### src/rtl/oserdes_tx_pkg.sv
// Shared types and helpers for the OSERDES transmit feeder.
// State encoding, default pattern words and serial bit-order mapping.
package oserdes_tx_pkg;

    typedef enum logic [1:0] {
        WAKE,
        TRAIN,
        RUN
    } state_t;

    localparam logic [7:0] DEF_TRAIN_WORD = 8'h0F;
    localparam logic [7:0] DEF_IDLE_WORD  = 8'h00;

    // d[0] is the first serial bit; msb_first puts byte bit 7 there.
    function automatic logic [7:0] bitmap(input logic [7:0] b, input bit msb_first);
        logic [7:0] r;
        r = b;
        if (msb_first) begin
            for (int i = 0; i < 8; i++) begin
                r[i] = b[7-i];
            end
        end
        return r;
    endfunction

endpackage

### src/rtl/oserdes_tx_fifo.sv
// Synchronous first-word-fall-through FIFO with occupancy count.
// Latency: a push is visible on head the cycle after it is written.
// Backpressure: pushes when full and pops when empty are dropped internally.
module oserdes_tx_fifo #(
    parameter int AW = 4,
    parameter int W  = 8
) (
    input  logic          clk,
    input  logic          rst,
    input  logic          push,
    input  logic [W-1:0]  wdata,
    input  logic          pop,
    output logic [W-1:0]  head,
    output logic [AW:0]   level,
    output logic          full,
    output logic          empty
);

    localparam int DEPTH = 1 << AW;
    localparam logic [AW:0] FULL_LVL = (AW+1)'(DEPTH);

    logic [W-1:0]  mem [DEPTH];
    logic [AW-1:0] wr_ptr;
    logic [AW-1:0] rd_ptr;
    logic          do_push;
    logic          do_pop;

    assign full    = (level == FULL_LVL);
    assign empty   = (level == '0);
    assign do_push = push && !full;
    assign do_pop  = pop && !empty;
    assign head    = mem[rd_ptr];

    always_ff @(posedge clk) begin
        if (rst) begin
            wr_ptr <= '0;
            rd_ptr <= '0;
            level  <= '0;
        end else begin
            if (do_push) wr_ptr <= wr_ptr + AW'(1);
            if (do_pop)  rd_ptr <= rd_ptr + AW'(1);
            if (do_push && !do_pop) begin
                level <= level + (AW+1)'(1);
            end else if (!do_push && do_pop) begin
                level <= level - (AW+1)'(1);
            end
        end
    end

    always_ff @(posedge clk) begin
        if (do_push) mem[wr_ptr] <= wdata;
    end

endmodule

### src/rtl/oserdes_tx_feeder.sv
// Byte-stream to 8:1 OSERDES parallel-word feeder with wake delay and training bursts.
// Latency: byte accepted into an empty FIFO in RUN appears on d one edge later.
// Backpressure: s_ready drops only when the FIFO is full or rst is high.
module oserdes_tx_feeder
    import oserdes_tx_pkg::*;
#(
    parameter int         FIFO_AW    = 4,
    parameter int         OCE_DELAY  = 2,
    parameter int         TRAIN_LEN  = 16,
    parameter logic [7:0] TRAIN_WORD = DEF_TRAIN_WORD,
    parameter logic [7:0] IDLE_WORD  = DEF_IDLE_WORD,
    parameter bit         MSB_FIRST  = 1'b0
) (
    input  logic             clk,
    input  logic             rst,
    input  logic [7:0]       s_data,
    input  logic             s_valid,
    output logic             s_ready,
    input  logic             train_req,
    output logic [7:0]       d,
    output logic             oce,
    output logic             link_ready,
    output logic [FIFO_AW:0] fifo_level
);

    localparam int CNT_MAX = (TRAIN_LEN > OCE_DELAY) ? TRAIN_LEN : OCE_DELAY;
    localparam int CNT_W   = $clog2(CNT_MAX + 1);

    state_t           state;
    logic [CNT_W-1:0] cnt;
    logic             push;
    logic             pop;
    logic [7:0]       head;
    logic             full;
    logic             empty;
    logic             last_train;
    logic             wake_done;
    logic [7:0]       run_word;

    assign s_ready    = !rst && !full;
    assign push       = s_valid && s_ready;
    assign last_train = (cnt == CNT_W'(TRAIN_LEN - 1));
    assign wake_done  = (cnt == CNT_W'(OCE_DELAY - 1));
    assign run_word   = empty ? IDLE_WORD : bitmap(head, MSB_FIRST);

    // A train_req in RUN suppresses the pop so the head byte waits out the burst.
    assign pop = !empty && (((state == RUN) && !train_req) ||
                            ((state == TRAIN) && last_train));

    oserdes_tx_fifo #(
        .AW (FIFO_AW),
        .W  (8)
    ) u_fifo (
        .clk   (clk),
        .rst   (rst),
        .push  (push),
        .wdata (s_data),
        .pop   (pop),
        .head  (head),
        .level (fifo_level),
        .full  (full),
        .empty (empty)
    );

    always_ff @(posedge clk) begin
        if (rst) begin
            state      <= WAKE;
            cnt        <= '0;
            d          <= IDLE_WORD;
            oce        <= 1'b0;
            link_ready <= 1'b0;
        end else begin
            case (state)
                WAKE: begin
                    if (wake_done) begin
                        state <= TRAIN;
                        cnt   <= '0;
                        oce   <= 1'b1;
                        d     <= TRAIN_WORD;
                    end else begin
                        cnt <= cnt + CNT_W'(1);
                        d   <= IDLE_WORD;
                    end
                end
                TRAIN: begin
                    if (last_train) begin
                        state      <= RUN;
                        link_ready <= 1'b1;
                        d          <= run_word;
                    end else begin
                        cnt <= cnt + CNT_W'(1);
                        d   <= TRAIN_WORD;
                    end
                end
                RUN: begin
                    if (train_req) begin
                        state      <= TRAIN;
                        cnt        <= '0;
                        link_ready <= 1'b0;
                        d          <= TRAIN_WORD;
                    end else begin
                        d <= run_word;
                    end
                end
                default: begin
                    state <= WAKE;
                    cnt   <= '0;
                end
            endcase
        end
    end

endmodule

### config.mk
export PLATFORM = sky130hd
export DESIGN_NAME = oserdes_tx_feeder
export DESIGN_NICKNAME = d
export VERILOG_FILES = /design/src/rtl/oserdes_tx_pkg.sv /design/src/rtl/oserdes_tx_fifo.sv /design/src/rtl/oserdes_tx_feeder.sv
export SDC_FILE = /design/constraint.sdc
export NUM_CORES = 1
export LEC_CHECK = 0
export CELL_PAD_IN_SITES_DETAIL_PLACEMENT = 1
export CELL_PAD_IN_SITES_GLOBAL_PLACEMENT = 1
export CORE_UTILIZATION = 48
export CTS_BUF_LIST = sky130_fd_sc_hd__clkbuf_8
export DETAILED_ROUTE_END_ITERATION = 10
export HOLD_SLACK_MARGIN = 0.1
export PLACE_DENSITY_LB_ADDON = 0.1
export SKIP_LAST_GASP = 1
export SLEW_MARGIN = 20
export SYNTH_ARGS = -nofsm -noshare
export SYNTH_HDL_FRONTEND = slang
export SYNTH_SLANG_ARGS = --single-unit
### constraint.sdc
create_clock -name clk -period 2.8 [get_ports clk]
set_clock_uncertainty 0.15 [all_clocks]
set_input_delay 0.7 -clock clk [delete_from_list [all_inputs] [get_ports clk]]
set_output_delay 0.7 -clock clk [all_outputs]
set_load 0.01 [all_outputs]
==> results.md <==
- Maxcap violations: 0
- Setup crit start: cnt[0]
- Leak Pwr: 2.755 nW
- All-Layer GR Usage: 21.90%
- Worst hold path type: flip-flop to flip-flop
- Maximum buffer depth of the clock tree: 2
- Root Driver: clkbuf_8
- Crit path cell chain: ha_1 -> and3_4 -> ha_2 -> nand2_2 -> nand2_2 -> nand2_2 -> ha_4 -> inv_4 -> ha_4 -> a21o_1 -> a21oi_2 -> mux2i_1 -> mux2_2
- Placed Instances: 686
- Final Cycle Share: 98.01%
- Synth top area share: 56.75%
- Synth-to-Final Area Change: 18.12%
- Slowest cell delay on critical path: 350 ps
- Worst slew pin tran: 907.2 ps
- Flop2flop setup slack: 60 ps
- Total gr overflow: 0
- Routed Antenna Nets: 0
- Met3 usage: 6.274%
- Core Box Area: 13830 sq um
- Final setup fails: 0
- Residual DRC: 0
- Ys Warns: 0
- M2 GR Usage: 37.97%
- CTS Sinks: 162
- Critical Path Source Type: flip-flop
- Kind of critical path: flip-flop to flip-flop
- Hold Fails Final Rpt: 0
- CP arrival: 2930 ps
- Nets: 558
- Worst setup margin: 55.75 ps
- Mapped cell area: 6773 sq um
- Minimum clock period: 2744 ps
- Slew Viols, Final: 0
- Slowest CP cell: mux2_2
- Total power: 5.515 mW
- CTS tree: built
- Avg WL per Cell: 20.65 um
- Layout Cells excl Fill: 721
- Total I/O pin count: 28
- Commonest cells post-synth: edfxtp_1, nor2_1, dfxtp_1
- Slew HR: 39.52%
- Vias per cell: 5.440
- Ys async rst share: 0%
- Die span in x: 120.8 um
- Layout cell share with drive strength beyond 1: 22.55%
- GR peak layer: met2
- Largest net degree at the start of global routing: 37
- Synthesized instance count: 449
- Status: complete, no violations
- Fmax achieved: 0.3644 GHz
- Sequential-to-total area share from yosys stat: 66.80%
- Ant. Diodes: 0
- Met1 Use GR: 26.31%
- Worst vdd ir: 0.4685 mV
- Setup crit end kind: flip-flop
- CTS Buf Count: 17
- Hold buffers post-CTS: 0
- Dominant synthesized flop cell: edfxtp_1
- Detailed Route WL: 14890 um
- Yosys reg bits: 162
- Most numerous cell in the Yosys netlist: edfxtp_1
- Initial Util: 48.98%
- Mapped Avg Cell Area: 15.08 sq um
- Fillers: 1324
- Pre-CTS setup slack: -380.1 ps
- Rows: 43
- Port buffer count: 27
- Hold Crit Start: d[5]
- Worst r2r src: cnt[0]
- Vias: 3922
- Vias in the first global route: 4155
- WHS: 309.9 ps
- Post-synth EDFFs: 128
- Post-Syn Nets: 479
- Top cells by area, synth: edfxtp_1, dfxtp_1, mux4_1
- Power density cells: 689.3 nW/um^2
- Clk_lat worst skew: 450 ps
- Worst-path fanout max: 4
- Most used cell, CP: nand2_2
- First-pass GRT wire length: 22870 um
- Gpl congestion: 0.8381
- Die height: 120.8 um
- Initial DRC count: 177
- Detailed placer's ending HPWL: 10560 um
- Initial antenna violation count: 0
- DRT Pass-1 Iters: 4
- Post-synthesis cell type count: 45
- Clk slew on worst S/H paths: 100 ps
- Cell taking the most area after synthesis: edfxtp_1
- DIE AREA: 14590 sq um
- Critical path required time: 2990 ps
- H-tree levels: 4
-- kinds of logic (layout without fill, tap and decap cells) --
group / after synthesis / after routing / synth area share, %
DFF: 162 / 162 / 66.80
and+or+nand+nor: 121 / 121 / 8.406
muxes: 52 / 52 / 12.54
AOI/OAI and AO/OA: 47 / 47 / 4.360
buffers and inverters: 39 / 131 / 3.159
adders and majority gates: 18 / 18 / 3.436
xor gates and xnor gates: 10 / 10 / 1.293
-- path summary, 6_finish.rpt --
path,endpoint,cells past startpoint
worst max register to register,u_fifo.level[4],13
worst min register to register,d[5],2
worst max-delay path,u_fifo.level[4],13
worst min-delay path,d[5],2
-- through the flow --
stage / cell area (sq um) / TNS, ps / util, %
2_1_floorplan: 6804 / 0 / -
3_3_place_gp: 7542 / -723.2 / 54.55
3_5_place_dp: 7542 / -991.8 / 54.55
4_1_cts: 7959 / 0 / 57.56
5_1_grt: 8000 / -45.78 / 57.86
6_report: 8000 / 0 / 57.86
-- sequential cells by signal (all words and copies together) (netlist names), named ones only --
name and cells:
cnt 5, d 8, link_ready 1, oce 1
state 2, u_fifo.level 5, u_fifo.mem 128, u_fifo.rd_ptr 4
u_fifo.wr_ptr 4
-- repair_timing --
item	in CTS	in global routing
pin swaps	0	3
gates resized for setup	7	8
setup buffers	0	3
endpoints found under the setup margin	2	3
-- where the power goes --
part	internal, mW	leakage (nW)	switching, mW	total (mW)
Combinational	0.530	1.13	0.539	1.07
Clock	0.732	0.196	0.926	1.66
Sequential	2.70	1.43	0.0904	2.79
Total	3.96	2.75	1.56	5.51
-- layout by cell type (no fill, tap or decap), types with 4 or more instances in the layout --
master,instances
edfxtp_1,128
buf_4,50
nor2_1,40
dfxtp_1,30
nand2_1,27
clkdlybuf4s50_1,26
mux2_2,17
clkbuf_8,17
inv_1,15
a21oi_1,15
mux4_1,14
ha_1,14
nand3_1,13
mux2i_1,11
nor2b_1,8
xor2_1,8
or4_1,8
nor3_1,7
nand2b_1,6
mux4_2,6
o21ai_0,6
clkinv_1,5
o21ai_1,4
o221ai_1,4
o22ai_1,4
a211oi_1,4
mux2_1,4
dfxtp_2,4
inv_8,4
-- layer usage --
layer  vias to the layer above  share of wire (%)
met5                         -                  0
met4                         0                1.7
met3                        21                3.7
met2                        76                 52
met1                      1969                 42
li1                       1856                  -
-- layout make-up --
cell class,instances,area (sq um),area share (%)
clock inverter,15,148.9,1.861
timing repair buffer,79,684.4,8.555
multi-input combinational,248,2101,26.26
inverter,20,77.57,0.9697
clock buffer,17,234.0,2.925
sequential,162,4529,56.62
tap,180,225.2,2.815
-- worst max-delay path: cells and delay by family, from the launching register on --
kind	cells	cell delay [ps]
compound gates	2	320
fa+ha+maj	4	790
flops	1	330
buf+inv	1	50
mux	2	560
simple gates	4	430
Note: power is estimated with default switching activity, not from simulation.
